## src/rtl/traffic_phase_ctrl.sv

```systemverilog
// ---------------------------------------------------------------------------
// traffic_phase_ctrl
//
// Multi-phase intersection controller. It sequences NUM_PHASES mutually
// exclusive signal phases through GREEN -> YELLOW -> ALL_RED -> GREEN.
// The next phase is chosen by round-robin over the per-phase requests.
// Green is held while the active phase keeps requesting, bounded by
// GREEN_MAX. An emergency pre-emption input can force a chosen phase green.
//
// All outputs decode registered state (Moore). No input reaches an output
// combinationally.
//
// Ports
//   clk            in   rising-edge clock
//   rst            in   synchronous, active-high reset
//   req            in   level request per phase
//   preempt_valid  in   emergency pre-emption active (level)
//   preempt_phase  in   phase to force green; ignored if >= NUM_PHASES
//   green          out  one-hot green lamp, zero outside GREEN
//   yellow         out  one-hot yellow lamp, zero outside YELLOW
//   all_red        out  high in ALL_RED
//   cur_phase      out  phase last or currently granted
//   grant_pulse    out  high on the first cycle of every GREEN
//   state_dbg      out  raw FSM state (0=ALL_RED, 1=GREEN, 2=YELLOW)
//
// Handshake: there is none. req and preempt_valid are levels. They are
// sampled only when the FSM makes a decision: on every GREEN cycle and on
// the last ALL_RED cycle. A request that rises and falls between decisions
// is not remembered.
// ---------------------------------------------------------------------------
module traffic_phase_ctrl #(
    parameter int NUM_PHASES = 4,
    parameter int PHASE_W    = 2,
    parameter int TIMER_W    = 8,
    parameter int GREEN_MIN  = 4,
    parameter int GREEN_MAX  = 8,
    parameter int YELLOW_T   = 3,
    parameter int RED_T      = 2
) (
    input  logic                  clk,
    input  logic                  rst,
    input  logic [NUM_PHASES-1:0] req,
    input  logic                  preempt_valid,
    input  logic [PHASE_W-1:0]    preempt_phase,
    output logic [NUM_PHASES-1:0] green,
    output logic [NUM_PHASES-1:0] yellow,
    output logic                  all_red,
    output logic [PHASE_W-1:0]    cur_phase,
    output logic                  grant_pulse,
    output logic [1:0]            state_dbg
);

    typedef enum logic [1:0] {
        ST_ALL_RED = 2'd0,
        ST_GREEN   = 2'd1,
        ST_YELLOW  = 2'd2
    } state_e;

    // Reload values and green thresholds, pre-sized to the counter width.
    localparam logic [TIMER_W-1:0] RED_LOAD    = TIMER_W'(RED_T - 1);
    localparam logic [TIMER_W-1:0] YELLOW_LOAD = TIMER_W'(YELLOW_T - 1);
    localparam logic [TIMER_W-1:0] GMIN_LAST   = TIMER_W'(GREEN_MIN - 1);
    localparam logic [TIMER_W-1:0] GMAX_LAST   = TIMER_W'(GREEN_MAX - 1);

    // One extra bit so that NUM_PHASES itself is representable; otherwise
    // NUM_PHASES == 2**PHASE_W would wrap to zero.
    localparam logic [PHASE_W:0]   NUM_PH_EXT  = (PHASE_W + 1)'(NUM_PHASES);

    // ------------------------------------------------------------------
    // Registered state
    // ------------------------------------------------------------------
    state_e               state_q,     state_d;
    logic [TIMER_W-1:0]   timer_q,     timer_d;
    logic [TIMER_W-1:0]   green_cnt_q, green_cnt_d;
    logic [PHASE_W-1:0]   cur_phase_q, cur_phase_d;
    logic                 grant_q,     grant_d;

    // ------------------------------------------------------------------
    // Request decode
    // ------------------------------------------------------------------
    logic [NUM_PHASES-1:0] cur_onehot;
    logic [NUM_PHASES-1:0] others;
    logic                  own_req;
    logic                  valid_pre;
    logic                  pre_is_cur;
    logic [PHASE_W-1:0]    rr_phase;
    logic                  rr_any;
    int                    rr_best;
    int                    rr_dist;

    always_comb begin
        cur_onehot = '0;
        for (int j = 0; j < NUM_PHASES; j++) begin
            cur_onehot[j] = (cur_phase_q == PHASE_W'(j));
        end
    end

    assign others     = req & ~cur_onehot;
    assign own_req    = |(req & cur_onehot);
    assign valid_pre  = preempt_valid && ({1'b0, preempt_phase} < NUM_PH_EXT);
    assign pre_is_cur = (preempt_phase == cur_phase_q);
    assign rr_any     = |req;

    // Round-robin pick. Each requesting phase j gets a distance from the
    // current phase of 1..NUM_PHASES, with the current phase itself at
    // NUM_PHASES, so it is checked last. The smallest distance wins. Doing
    // it this way keeps every req[] index a loop constant.
    always_comb begin
        rr_phase = cur_phase_q;
        rr_best  = NUM_PHASES + 1;
        rr_dist  = 0;
        for (int j = 0; j < NUM_PHASES; j++) begin
            rr_dist = j - int'(cur_phase_q);
            if (rr_dist <= 0) begin
                rr_dist = rr_dist + NUM_PHASES;
            end
            if (req[j] && (rr_dist < rr_best)) begin
                rr_best  = rr_dist;
                rr_phase = PHASE_W'(j);
            end
        end
    end

    // ------------------------------------------------------------------
    // FSM: state register
    // ------------------------------------------------------------------
    always_ff @(posedge clk) begin
        if (rst) begin
            state_q     <= ST_ALL_RED;
            timer_q     <= RED_LOAD;
            green_cnt_q <= '0;
            cur_phase_q <= '0;
            grant_q     <= 1'b0;
        end else begin
            state_q     <= state_d;
            timer_q     <= timer_d;
            green_cnt_q <= green_cnt_d;
            cur_phase_q <= cur_phase_d;
            grant_q     <= grant_d;
        end
    end

    // ------------------------------------------------------------------
    // FSM: next state
    // ------------------------------------------------------------------
    always_comb begin
        state_d     = state_q;
        timer_d     = timer_q;
        green_cnt_d = green_cnt_q;
        cur_phase_d = cur_phase_q;
        grant_d     = 1'b0;

        unique case (state_q)
            ST_ALL_RED: begin
                if (timer_q == '0) begin
                    state_d     = ST_GREEN;
                    green_cnt_d = '0;
                    grant_d     = 1'b1;
                    // Pre-emption beats round-robin. With no request at
                    // all, rest in the last green.
                    if (valid_pre) begin
                        cur_phase_d = preempt_phase;
                    end else if (rr_any) begin
                        cur_phase_d = rr_phase;
                    end else begin
                        cur_phase_d = cur_phase_q;
                    end
                end else begin
                    timer_d = timer_q - 1'b1;
                end
            end

            ST_GREEN: begin
                if (valid_pre && !pre_is_cur) begin
                    // An emergency for another phase ignores the minimum green.
                    state_d = ST_YELLOW;
                    timer_d = YELLOW_LOAD;
                end else if (valid_pre && pre_is_cur) begin
                    // Pre-empted phase holds green and the counter is frozen;
                    // the green limits do not apply while the emergency lasts.
                    state_d = ST_GREEN;
                end else if ((others != '0) && (green_cnt_q >= GMIN_LAST) &&
                             (!own_req || (green_cnt_q == GMAX_LAST))) begin
                    state_d = ST_YELLOW;
                    timer_d = YELLOW_LOAD;
                end else begin
                    if (green_cnt_q != GMAX_LAST) begin
                        green_cnt_d = green_cnt_q + 1'b1;
                    end
                end
            end

            ST_YELLOW: begin
                // Yellow is never cut short, not even by pre-emption.
                if (timer_q == '0) begin
                    state_d = ST_ALL_RED;
                    timer_d = RED_LOAD;
                end else begin
                    timer_d = timer_q - 1'b1;
                end
            end

            default: begin
                state_d = ST_ALL_RED;
                timer_d = RED_LOAD;
            end
        endcase
    end

    // ------------------------------------------------------------------
    // Moore outputs
    // ------------------------------------------------------------------
    assign green       = (state_q == ST_GREEN)  ? cur_onehot : '0;
    assign yellow      = (state_q == ST_YELLOW) ? cur_onehot : '0;
    assign all_red     = (state_q == ST_ALL_RED);
    assign cur_phase   = cur_phase_q;
    assign grant_pulse = grant_q;
    assign state_dbg   = state_q;

    // ------------------------------------------------------------------
    // Lamp safety invariants
    // ------------------------------------------------------------------
`ifndef SYNTHESIS
    a_lamp_onehot : assert property (@(posedge clk) disable iff (rst)
        $onehot0(green | yellow));
    a_all_red_excl : assert property (@(posedge clk) disable iff (rst)
        all_red == ((green | yellow) == '0));
`endif

endmodule

```

## config.mk

```make
export PLATFORM = sky130hd
export DESIGN_NAME = traffic_phase_ctrl
export DESIGN_NICKNAME = d
export VERILOG_FILES = /design/src/rtl/traffic_phase_ctrl.sv
export SDC_FILE = /design/constraint.sdc
export NUM_CORES = 1
export LEC_CHECK = 0
export CAP_MARGIN = 20
export CELL_PAD_IN_SITES_DETAIL_PLACEMENT = 1
export CELL_PAD_IN_SITES_GLOBAL_PLACEMENT = 2
export CORE_ASPECT_RATIO = 0.9
export CORE_MARGIN = 3
export CORE_UTILIZATION = 32
export DETAILED_ROUTE_END_ITERATION = 6
export PLACE_DENSITY_LB_ADDON = 0.1
export SETUP_SLACK_MARGIN = 0.05
export SYNTH_ARGS = -nofsm -noshare
export SYNTH_HDL_FRONTEND = slang
export SYNTH_SLANG_ARGS = --single-unit
```

## constraint.sdc

```tcl
create_clock -name clk -period 5.6 [get_ports clk]
set_clock_uncertainty 0.1 [all_clocks]
set_input_delay 0.84 -clock clk [delete_from_list [all_inputs] [get_ports clk]]
set_output_delay 0.84 -clock clk [all_outputs]
set_load 0.1 [all_outputs]
```

After elaboration in Yosys (flattened, before gate mapping)
Index checks and enable logic that the tools add are counted.
- bits in registers: 21
- output and inout bits: 14
- bitwise logic cells: 4
- equal/unequal tests: 18
- muxes and demuxes: 34
- reductions and logical operators: 25
- magnitude comparators: 9
- $add $sub $neg: 10
- operator list (kind ; count):
    32-bit 2-to-1 mux ; 7
    32-bit less-than comparator ; 3
    8-bit 2-to-1 mux ; 10
    32-bit by 4-bit less-than comparator with 1-bit output (second input constant) ; 1
    8-bit one-hot mux with 3 select lines ; 1
    2-bit 2-to-1 mux ; 11
    3-bit by 4-bit adder with 5-bit output (second input constant) ; 4
    8-bit one-hot mux with 2 select lines ; 1
    3-bit by 1-bit less-or-equal comparator with 1-bit output (second input constant) ; 4
    2-bit inequality test (second input constant) ; 6
    8-bit by 1-bit adder with 8-bit output (second input constant) ; 1
    4-bit bitwise AND ; 2
    8-bit by 3-bit == test with 1-bit output (second input constant) ; 1
    8-bit by 2-bit >= comparator with 1-bit output (second input constant) ; 1
    1-bit logical AND ; 8
    8-bit logical NOT ; 1
    4-bit 2-to-1 mux ; 2
    8-bit by 3-bit inequality test with 1-bit output (second input constant) ; 1
    4-bit OR reduction ; 2
    8-bit by 1-bit subtractor with 8-bit output (second input constant) ; 1
    2-bit == test (second input constant) ; 3
    3-bit inequality test (second input constant) ; 2
    2-bit one-hot mux with 3 select lines ; 1
    3-bit AND reduction ; 2
    other kinds (18) ; 24

Depth between registers and ports, before layout
Gate-level depths: netlist of run 1.
- depth after elaboration: 17
- mapped depth: 22
- gate-level depth less buffers: 22

Least setup slack after synthesis of run 1
Ideal clock, no wire load.
- path kind: reg-to-reg
- from: register cur_phase_q[0] (netlist: cur_phase[0])
- to: register cur_phase_q[1] (netlist: cur_phase[1])
- slack: -0.073 ns
- cell stages (with the launch flop): 19
- library setup time: 0.122 ns
- period minus slack after synthesis: 5.673 ns
- arrival time: 5.451 ns
- cell sequence: dfxtp_1 -> inv_1 -> ha_1 -> nand3b_1 -> ha_1 -> nand3b_1 -> o21ai_1 -> nor2_1 -> a21oi_1 -> ha_1 -> a21o_1 -> a2111oi_0 -> a21o_1 -> mux2_2 -> ha_1 -> a21o_1 -> a311oi_1 -> o21ai_0 -> o2bb2ai_1
- word-level cells in the longest chain between the ends: 17
- ends and longest elaborated chain (what ; RTL line ; text):
    from (decl) ; 75 ; logic [PHASE_W-1:0] cur_phase_q, cur_phase_d;
    from (signal assigned) ; 138 ; cur_phase_q <= cur_phase_d;
    1-bit by 2-bit subtractor with 3-bit output ; 113 ; rr_dist = j - int'(cur_phase_q);
    3-bit by 4-bit adder with 5-bit output / 3-bit by 1-bit less-or-equal comparator with 1-bit output (equally long branches) ; 115, 114 ;
    32-bit 2-to-1 mux ; 114 ; if (rr_dist <= 0) begin
    32-bit by 4-bit less-than comparator with 1-bit output ; 117 ; if (req[j] && (rr_dist < rr_best)) begin
    1-bit logical AND ; 117 ;
    32-bit 2-to-1 mux ; 117 ;
    32-bit less-than comparator ; 117 ;
    1-bit logical AND ; 117 ;
    32-bit 2-to-1 mux ; 117 ;
    32-bit less-than comparator ; 117 ;
    1-bit logical AND ; 117 ;
    32-bit 2-to-1 mux ; 117 ;
    32-bit less-than comparator ; 117 ;
    1-bit logical AND ; 117 ;
    2-bit 2-to-1 mux ; 117 ;
    2-bit 2-to-1 mux ; 163 ; end else if (rr_any) begin
    2-bit 2-to-1 mux ; 161 ; if (valid_pre) begin
Several ways; a longest one is shown, not always the timed one. The select of a mux whose other input is x is not followed.
A chain may end at the register's enable or synchronous reset.

Worst setup path in the final report of run 1
- from: register cur_phase_q[0] (netlist: cur_phase[0])
- to: register cur_phase_q[0] (netlist: cur_phase[0])
The elaborated chain is that of the path after synthesis.

==> impl_metrics.json, run 1 <==
{
  "run_status": "complete, no violations",
  "synth_ff_type": "dfxtp_1",
  "grt_pass1_wl_um": 8870,
  "layout_setup_ws_ns": 0.468,
  "syn_area_um2": 1740,
  "irDropWorstVdd_v": 0.000247,
  "grt_use_total_pct": 16.5,
  "grt_util_met1_pct": 23.2,
  "die_x_um": 83.7,
  "power_switching_uw": 662,
  "routed_wl_um": 5280,
  "min_from": "timer_q[7]$_SDFFE_PP0P_",
  "power_frac_seq_pct": 20.6,
  "cts_sinks": 21,
  "drv_cap": 0,
  "ys_ff_latch": 21,
  "fin_nets": 266,
  "ys_warn_count": 0,
  "hold_buffers": 0,
  "rows": 24,
  "portBuffers": 22,
  "yosysSeqAreaShare_pct": 24.2,
  "multi_input_area_um2": 1260,
  "synth-adder-area-share_pct": 12.1,
  "relSlewSlack_pct": 34.6,
  "met3_usage_pct": 4.66,
  "post-place-ws_ns": -0.286,
  "worst_slew_pin_slew_ns": 0.978,
  "root_buffer": "clkbuf_8",
  "arrival_ns": 5.21,
  "dp_hpwl_um": 4140,
  "synth-compound-area-share_pct": 25.6,
  "drt_iter0_drc": 97,
  "synth_async_sr_flop_share_pct": 0,
  "wl_per_cell_um": 17.3,
  "crit_fanout": 9,
  "synth_cell_types": 57,
  "grt_setup_unrepaired": "no",
  "clk_pin_slew_ns": 0.08,
  "combPwrFrac_pct": 71.1,
  "synth_top_family_by_area": "simple AND/OR/NAND/NOR gates",
  "die_h_um": 75.9,
  "synthSimpleGateAreaFrac_pct": 27.3,
  "grt_max_degree": 13,
  "timing.hold.ws_ns": 0.396,
  "rr_startpoint": "cur_phase[0]$_SDFFE_PP0P_",
  "seq_area_um2": 423,
  "cts_inserted_buffers": 3,
  "hold_class": "reg2reg",
  "crit_start": "cur_phase[0]$_SDFFE_PP0P_",
  "synth_cells": 218,
  "met2_usage_pct": 25.6,
  "num_io_pins": 23,
  "vias_per_cell": 5.57,
  "start_util_pct": 34.4,
  "antennaDiodeCount": 0,
  "h-tree-depth": 1,
  "grt_overflow_total": 0,
  "dieArea_um2": 6350,
  "antenna_found_initial": 0,
  "synth-xor-area-share_pct": 3.02,
  "cp.required_ns": 5.68,
  "endpoint_kind": "register",
  "synth_edf_count": 0,
  "ant_nets": 0,
  "cts_tree": "yes",
  "dr.pass1.iters": 4,
  "syn_nets": 243,
  "area_growth_pct": 21.0,
  "fmax_ghz": 0.195,
  "swShare_pct": 54.2,
  "synth.area.mux_share_pct": 3.10,
  "core_um2": 5040,
  "criticalPathCategory": "reg2reg",
  "clock_latency_ns": 0.26,
  "p_leak_uw": 0.000827,
  "powerDensity_nw_per_um2": 581,
  "syn_area_per_cell_um2": 7.97,
  "vias": 1699,
  "final_max_slew_viol_count": 0,
  "drive_gt1_share_pct": 11.3,
  "intPower_uw": 560,
  "final-hold-violation-count": 0,
  "drc_errors": 0,
  "period_needed_ns": 5.13,
  "routabilityCongestion": 0.902,
  "final-setup-viol-count": 0,
  "grt_pass1_vias": 1762,
  "pwr-share-clk_pct": 8.3,
  "nFillCells": 635,
  "top_usage_layer": "met2",
  "fin_crit_sh_pct": 91.6,
  "cp-start-kind": "register",
  "cts_buffer_depth": 2
}
## critical path, stage by stage (launching register included)
cell       delay, ns
dfxtp_2         0.47
inv_1           0.17
ha_1            0.26
nand3b_1        0.22
ha_1            0.34
nand3b_1        0.27
o21ai_4         0.15
nor2_1          0.07
a21oi_1         0.19
ha_1            0.28
a21o_1          0.20
a2111oi_2       0.45
a21o_1          0.24
nor2_1          0.05
a21oi_1         0.15
ha_1            0.17
nand2b_1        0.15
nand2b_1        0.19
nor2_1          0.05
a2111o_1        0.40
or3_1           0.37
o221ai_1        0.08
## what timing repair did
| action | 4_1_cts | 5_1_grt |
|---|---|---|
| buffers inserted | 0 | 1 |
| gates resized for setup | 1 | 5 |
| cloned | 0 | 0 |
| setup endpoints to repair | 2 | 2 |
## per-layer routing
layer  vias to the layer above  routed length, µm
met5                         -                  0
met3                         4                254
li1                        840                  -
met1                       815               2600
met2                        40               2390
met4                         0                 34
## cells in the final DEF (no fill, tap or decap), types with 2 or more instances in the layout
cell type / synthesis / routed
o31ai_1: 3 / 3
buf_4: 0 / 3
o21a_1: 4 / 4
nor2b_1: 3 / 3
dfxtp_2: 0 / 2
or4_1: 2 / 2
a32o_1: 2 / 2
nand2_1: 14 / 14
inv_1: 12 / 12
and2_1: 8 / 8
dfxtp_1: 21 / 19
a21o_1: 4 / 4
or3_1: 3 / 3
or3_2: 2 / 2
clkbuf_8: 0 / 3
nand3b_1: 3 / 3
nand2b_1: 7 / 7
a211oi_1: 2 / 2
mux2_2: 3 / 3
ha_1: 16 / 16
clkdlybuf4s50_1: 0 / 21
nand3_1: 4 / 4
nor2_1: 24 / 24
o21ai_0: 9 / 9
o211ai_1: 3 / 3
a21oi_1: 14 / 14
nor3_1: 2 / 2
or2b_2: 4 / 4
a311oi_1: 4 / 3
mux2i_1: 2 / 2
xnor2_1: 5 / 5
and4_1: 2 / 2
a31oi_1: 2 / 2
## cells in the mapped netlist, types with 4 or more instances
master    count  area share, %
o21ai_0       9            2.6
inv_1        12            2.6
a21o_1        4            1.7
nand3_1       4            1.2
or2b_2        4            2.0
nand2b_1      7            2.5
dfxtp_1      21             24
a311oi_1      4            2.0
nand2_1      14            3.0
nor2_1       24            5.2
and2_1        8            2.9
clkbuf_1      6            1.3
xnor2_1       5            2.5
o21a_1        4            1.7
a21oi_1      14            4.0
ha_1         16             12
## layout make-up
class                   instances  area share, %
multi-input cells             178           60.0
inverters                      12           2.14
clock buffers                   3           1.96
repair buffers                 25           11.7
flip-flops and latches         21           20.1
clock inverters                 1          0.238
well taps                      65           3.87
## metrics by stage
step | utilization (%) | setup TNS, ns | std cells | area [µm²] | total power (µW)
after global placement | 40.1 | 0 | 300 | 2020 | 1050
after CTS | 41.0 | 0 | 304 | 2070 | 1190
final | 41.7 | 0 | 305 | 2100 | 1220
after detailed placement | 40.1 | -0.565 | 300 | 2020 | 1080
after global routing | 41.7 | 0 | 305 | 2100 | 1320
after floorplan | - | 0 | 218 | 1740 | 878
## state kept, by name, summed over array words and instances (netlist names)
name / cells
grant_pulse: 1
state_dbg: 2
cur_phase: 2
timer_q: 8
green_cnt_q: 8
## power groups by stage
| stage | clock, µW | combinational [µW] | sequential (µW) |
|---|---|---|---|
| after floorplan | 0 | 565 | 313 |
| after global placement | 0 | 795 | 251 |
| after detailed placement | 0 | 830 | 253 |
| after CTS | 104 | 836 | 249 |
| after global routing | 114 | 953 | 257 |
| final | 102 | 869 | 251 |
## cell families (layout without fill, tap and decap cells)
| logic type | Yosys count | in the layout |
|---|---|---|
| flops | 21 | 21 |
| other cells | 1 | 1 |
| mux | 5 | 5 |
| buf+inv | 19 | 41 |
| simple gates | 86 | 86 |
| fa+ha+maj | 17 | 17 |
| compound gates | 63 | 63 |
| xor+xnor | 6 | 6 |
## worst paths after layout
path / cells past startpoint / end / slack, ns
worst max-delay path: 21 / cur_phase[0]$_SDFFE_PP0P_ / 0.47
worst min-delay path: 1 / timer_q[7]$_SDFFE_PP0P_ / 0.40
worst max register to register: 21 / cur_phase[0]$_SDFFE_PP0P_ / 0.47
worst min register to register: 1 / timer_q[7]$_SDFFE_PP0P_ / 0.40
Note: power is estimated with default switching activity, not from simulation.
==> inputs of run 2 (changes only) <==
--- a/config.mk
+++ b/config.mk
@@ -12,6 +12,7 @@
 export CORE_MARGIN = 3
 export CORE_UTILIZATION = 32
 export DETAILED_ROUTE_END_ITERATION = 6
+export GPL_TIMING_DRIVEN = 0
 export PLACE_DENSITY_LB_ADDON = 0.1
 export SETUP_SLACK_MARGIN = 0.05
 export SYNTH_ARGS = -nofsm -noshare
==> run 2 against run 1 <==
Net effect: register-to-register slack improved by 0.22 ns; via count decreased by 2.5%; hold slack got worse by 0.0083 ns; power increased by 1.3%; sequential share of layout area decreased by 0.31 points; sequential cell count unchanged; critical path depth decreased by 4; combinational power increased by 3.2%; wire length decreased by 7.3%.
==> impl_metrics.json, run 2 (synthesized netlist as in run 1, its figures left out) <==
{
  "run_status": "complete, no violations",
  "clk_pin_slew_ns": 0.08,
  "reg_top3": "green_cnt_q: 8 flops, timer_q: 8 flops",
  "routabilityCongestion": 0.773,
  "drc_errors": 0,
  "grt_setup_unrepaired": "no",
  "drt_iter0_drc": 85,
  "routed_wl_um": 4900,
  "grt_max_degree": 12,
  "relSlewSlack_pct": 34.5,
  "dr.pass1.iters": 4,
  "cp.required_ns": 5.68,
  "grt_pass1_wl_um": 8300,
  "criticalPathCategory": "in2reg",
  "die_x_um": 83.7,
  "arrival_ns": 5.28,
  "final-hold-violation-count": 0,
  "ant_nets": 0,
  "cts_buffer_depth": 2,
  "finalPower_uw": 1240,
  "endpoint_kind": "register",
  "final_max_slew_viol_count": 0,
  "dp_hpwl_um": 3900,
  "worst_slew_pin_slew_ns": 0.979,
  "p_leak_uw": 0.000825,
  "rows": 24,
  "grt_overflow_total": 0,
  "wl_per_cell_um": 15.7,
  "drive_gt1_share_pct": 11.0,
  "final-setup-viol-count": 0,
  "die_h_um": 75.9,
  "num_io_pins": 23,
  "timing.hold.ws_ns": 0.387,
  "post-place-ws_ns": -0.669,
  "cts_tree": "yes",
  "layout_setup_ws_ns": 0.406,
  "antennaDiodeCount": 0,
  "powerDensity_nw_per_um2": 580,
  "drv_cap": 0,
  "setup_tns_ns": 0,
  "post-route-util_pct": 42.3,
  "grt_pass1_vias": 1666,
  "fin_nets": 272,
  "portBuffers": 21,
  "h-tree-depth": 1,
  "grt_use_total_pct": 15.8,
  "fmax_ghz": 0.193,
  "dieArea_um2": 6350,
  "root_buffer": "clkbuf_8",
  "period_needed_ns": 5.19,
  "area_growth_pct": 22.9,
  "crit_fanout": 7,
  "antenna_found_initial": 0,
  "cts_sinks": 21,
  "layout_commonest_cell": "nor2_1",
  "clock_latency_ns": 0.26,
  "irDropWorstVdd_v": 0.000194,
  "vias": 1657,
  "cp-start-kind": "input port",
  "start_util_pct": 34.4,
  "hold_class": "reg2reg",
  "final_cell_mix": "nor2_1 (24), clkdlybuf4s50_1 (21), dfxtp_1 (19)",
  "core_um2": 5040,
  "fin_crit_sh_pct": 92.8,
  "vias_per_cell": 5.33,
  "cts_inserted_buffers": 3
}
==> run 2: cell count changes in the layout (fill, tap and decap cells not counted) <==
cell | before | now
dlymetal6s2s_1 | 1 | 0
a2111oi_2 | 1 | 0
buf_6 | 0 | 1
clkinv_2 | 1 | 0
clkbuf_1 | 0 | 7
a2111oi_4 | 0 | 1
==> run 2: final cells by class <==
| class | count | area (µm²) |
|---|---|---|
| clock buffers | 4 | 45.0 |
| fillers | 642 | 2910 |
| inverters | 12 | 45.0 |
| flip-flops and latches | 21 | 423 |
| plain buffers | 7 | 33.8 |
| repair buffers | 24 | 233 |
| well taps | 65 | 81.3 |
| multi-input cells | 178 | 1270 |
==> run 2: where the power goes <==
part | switching (µW) | internal, µW | leakage (µW)
sequential | 45.6 | 192 | 0.000172
clock | 52.0 | 50.8 | 0.0000228
combinational | 559 | 338 | 0.000630
==> run 2: through the flow <==
step                      area [µm²]  cells
after detailed placement        2030    304
after floorplan                 1740    218
after CTS                       2090    308
after global placement          2030    304
after global routing            2140    311
final                           2140    311
==> run 2: what timing repair did <==
action	4_1_cts	5_1_grt
resized for setup	3	3
hold endpoints to repair	0	0
hold buffers	0	0
buffers inserted	0	3
setup endpoints to repair	2	2
pin swaps	0	1
==> run 2: worst max-delay path: stages <==
cell and delay [ns]:
clkdlybuf4s50_1 0.60, nand3b_1 0.21, ha_1 0.35, nand3b_1 0.16, o21ai_4 0.25, nor2_1 0.07
a21oi_1 0.17, ha_1 0.27, a21o_1 0.21, a2111oi_4 0.40, a21o_1 0.24, mux2_2 0.37
ha_1 0.32, a21o_1 0.20, a311oi_2 0.29, o211ai_1 0.15, o221ai_1 0.19
==> run 2: path summary, 6_finish.rpt <==
check	slack [ns]	depth (start not counted)	endpoint	from
worst max register to register	0.69	18	cur_phase[0]$_SDFFE_PP0P_	cur_phase[0]$_SDFFE_PP0P_
worst min-delay path	0.39	1	timer_q[7]$_SDFFE_PP0P_	timer_q[7]$_SDFFE_PP0P_
worst max-delay path	0.41	17	cur_phase[0]$_SDFFE_PP0P_	req[0]
worst min register to register	0.39	1	timer_q[7]$_SDFFE_PP0P_	timer_q[7]$_SDFFE_PP0P_
==> run 2: routing by layer <==
layer / part of all wire [%] / GRT usage, % / routed length (µm) / vias to the layer above
li1: - / - / - / 850
met1: 57 / 23.6 / 2800 / 788
met2: 40 / 23.8 / 1970 / 17
met3: 2.4 / 3.25 / 116 / 2
met4: 0.16 / 1.93 / 8 / 0
met5: 0 / 0 / 0 / -
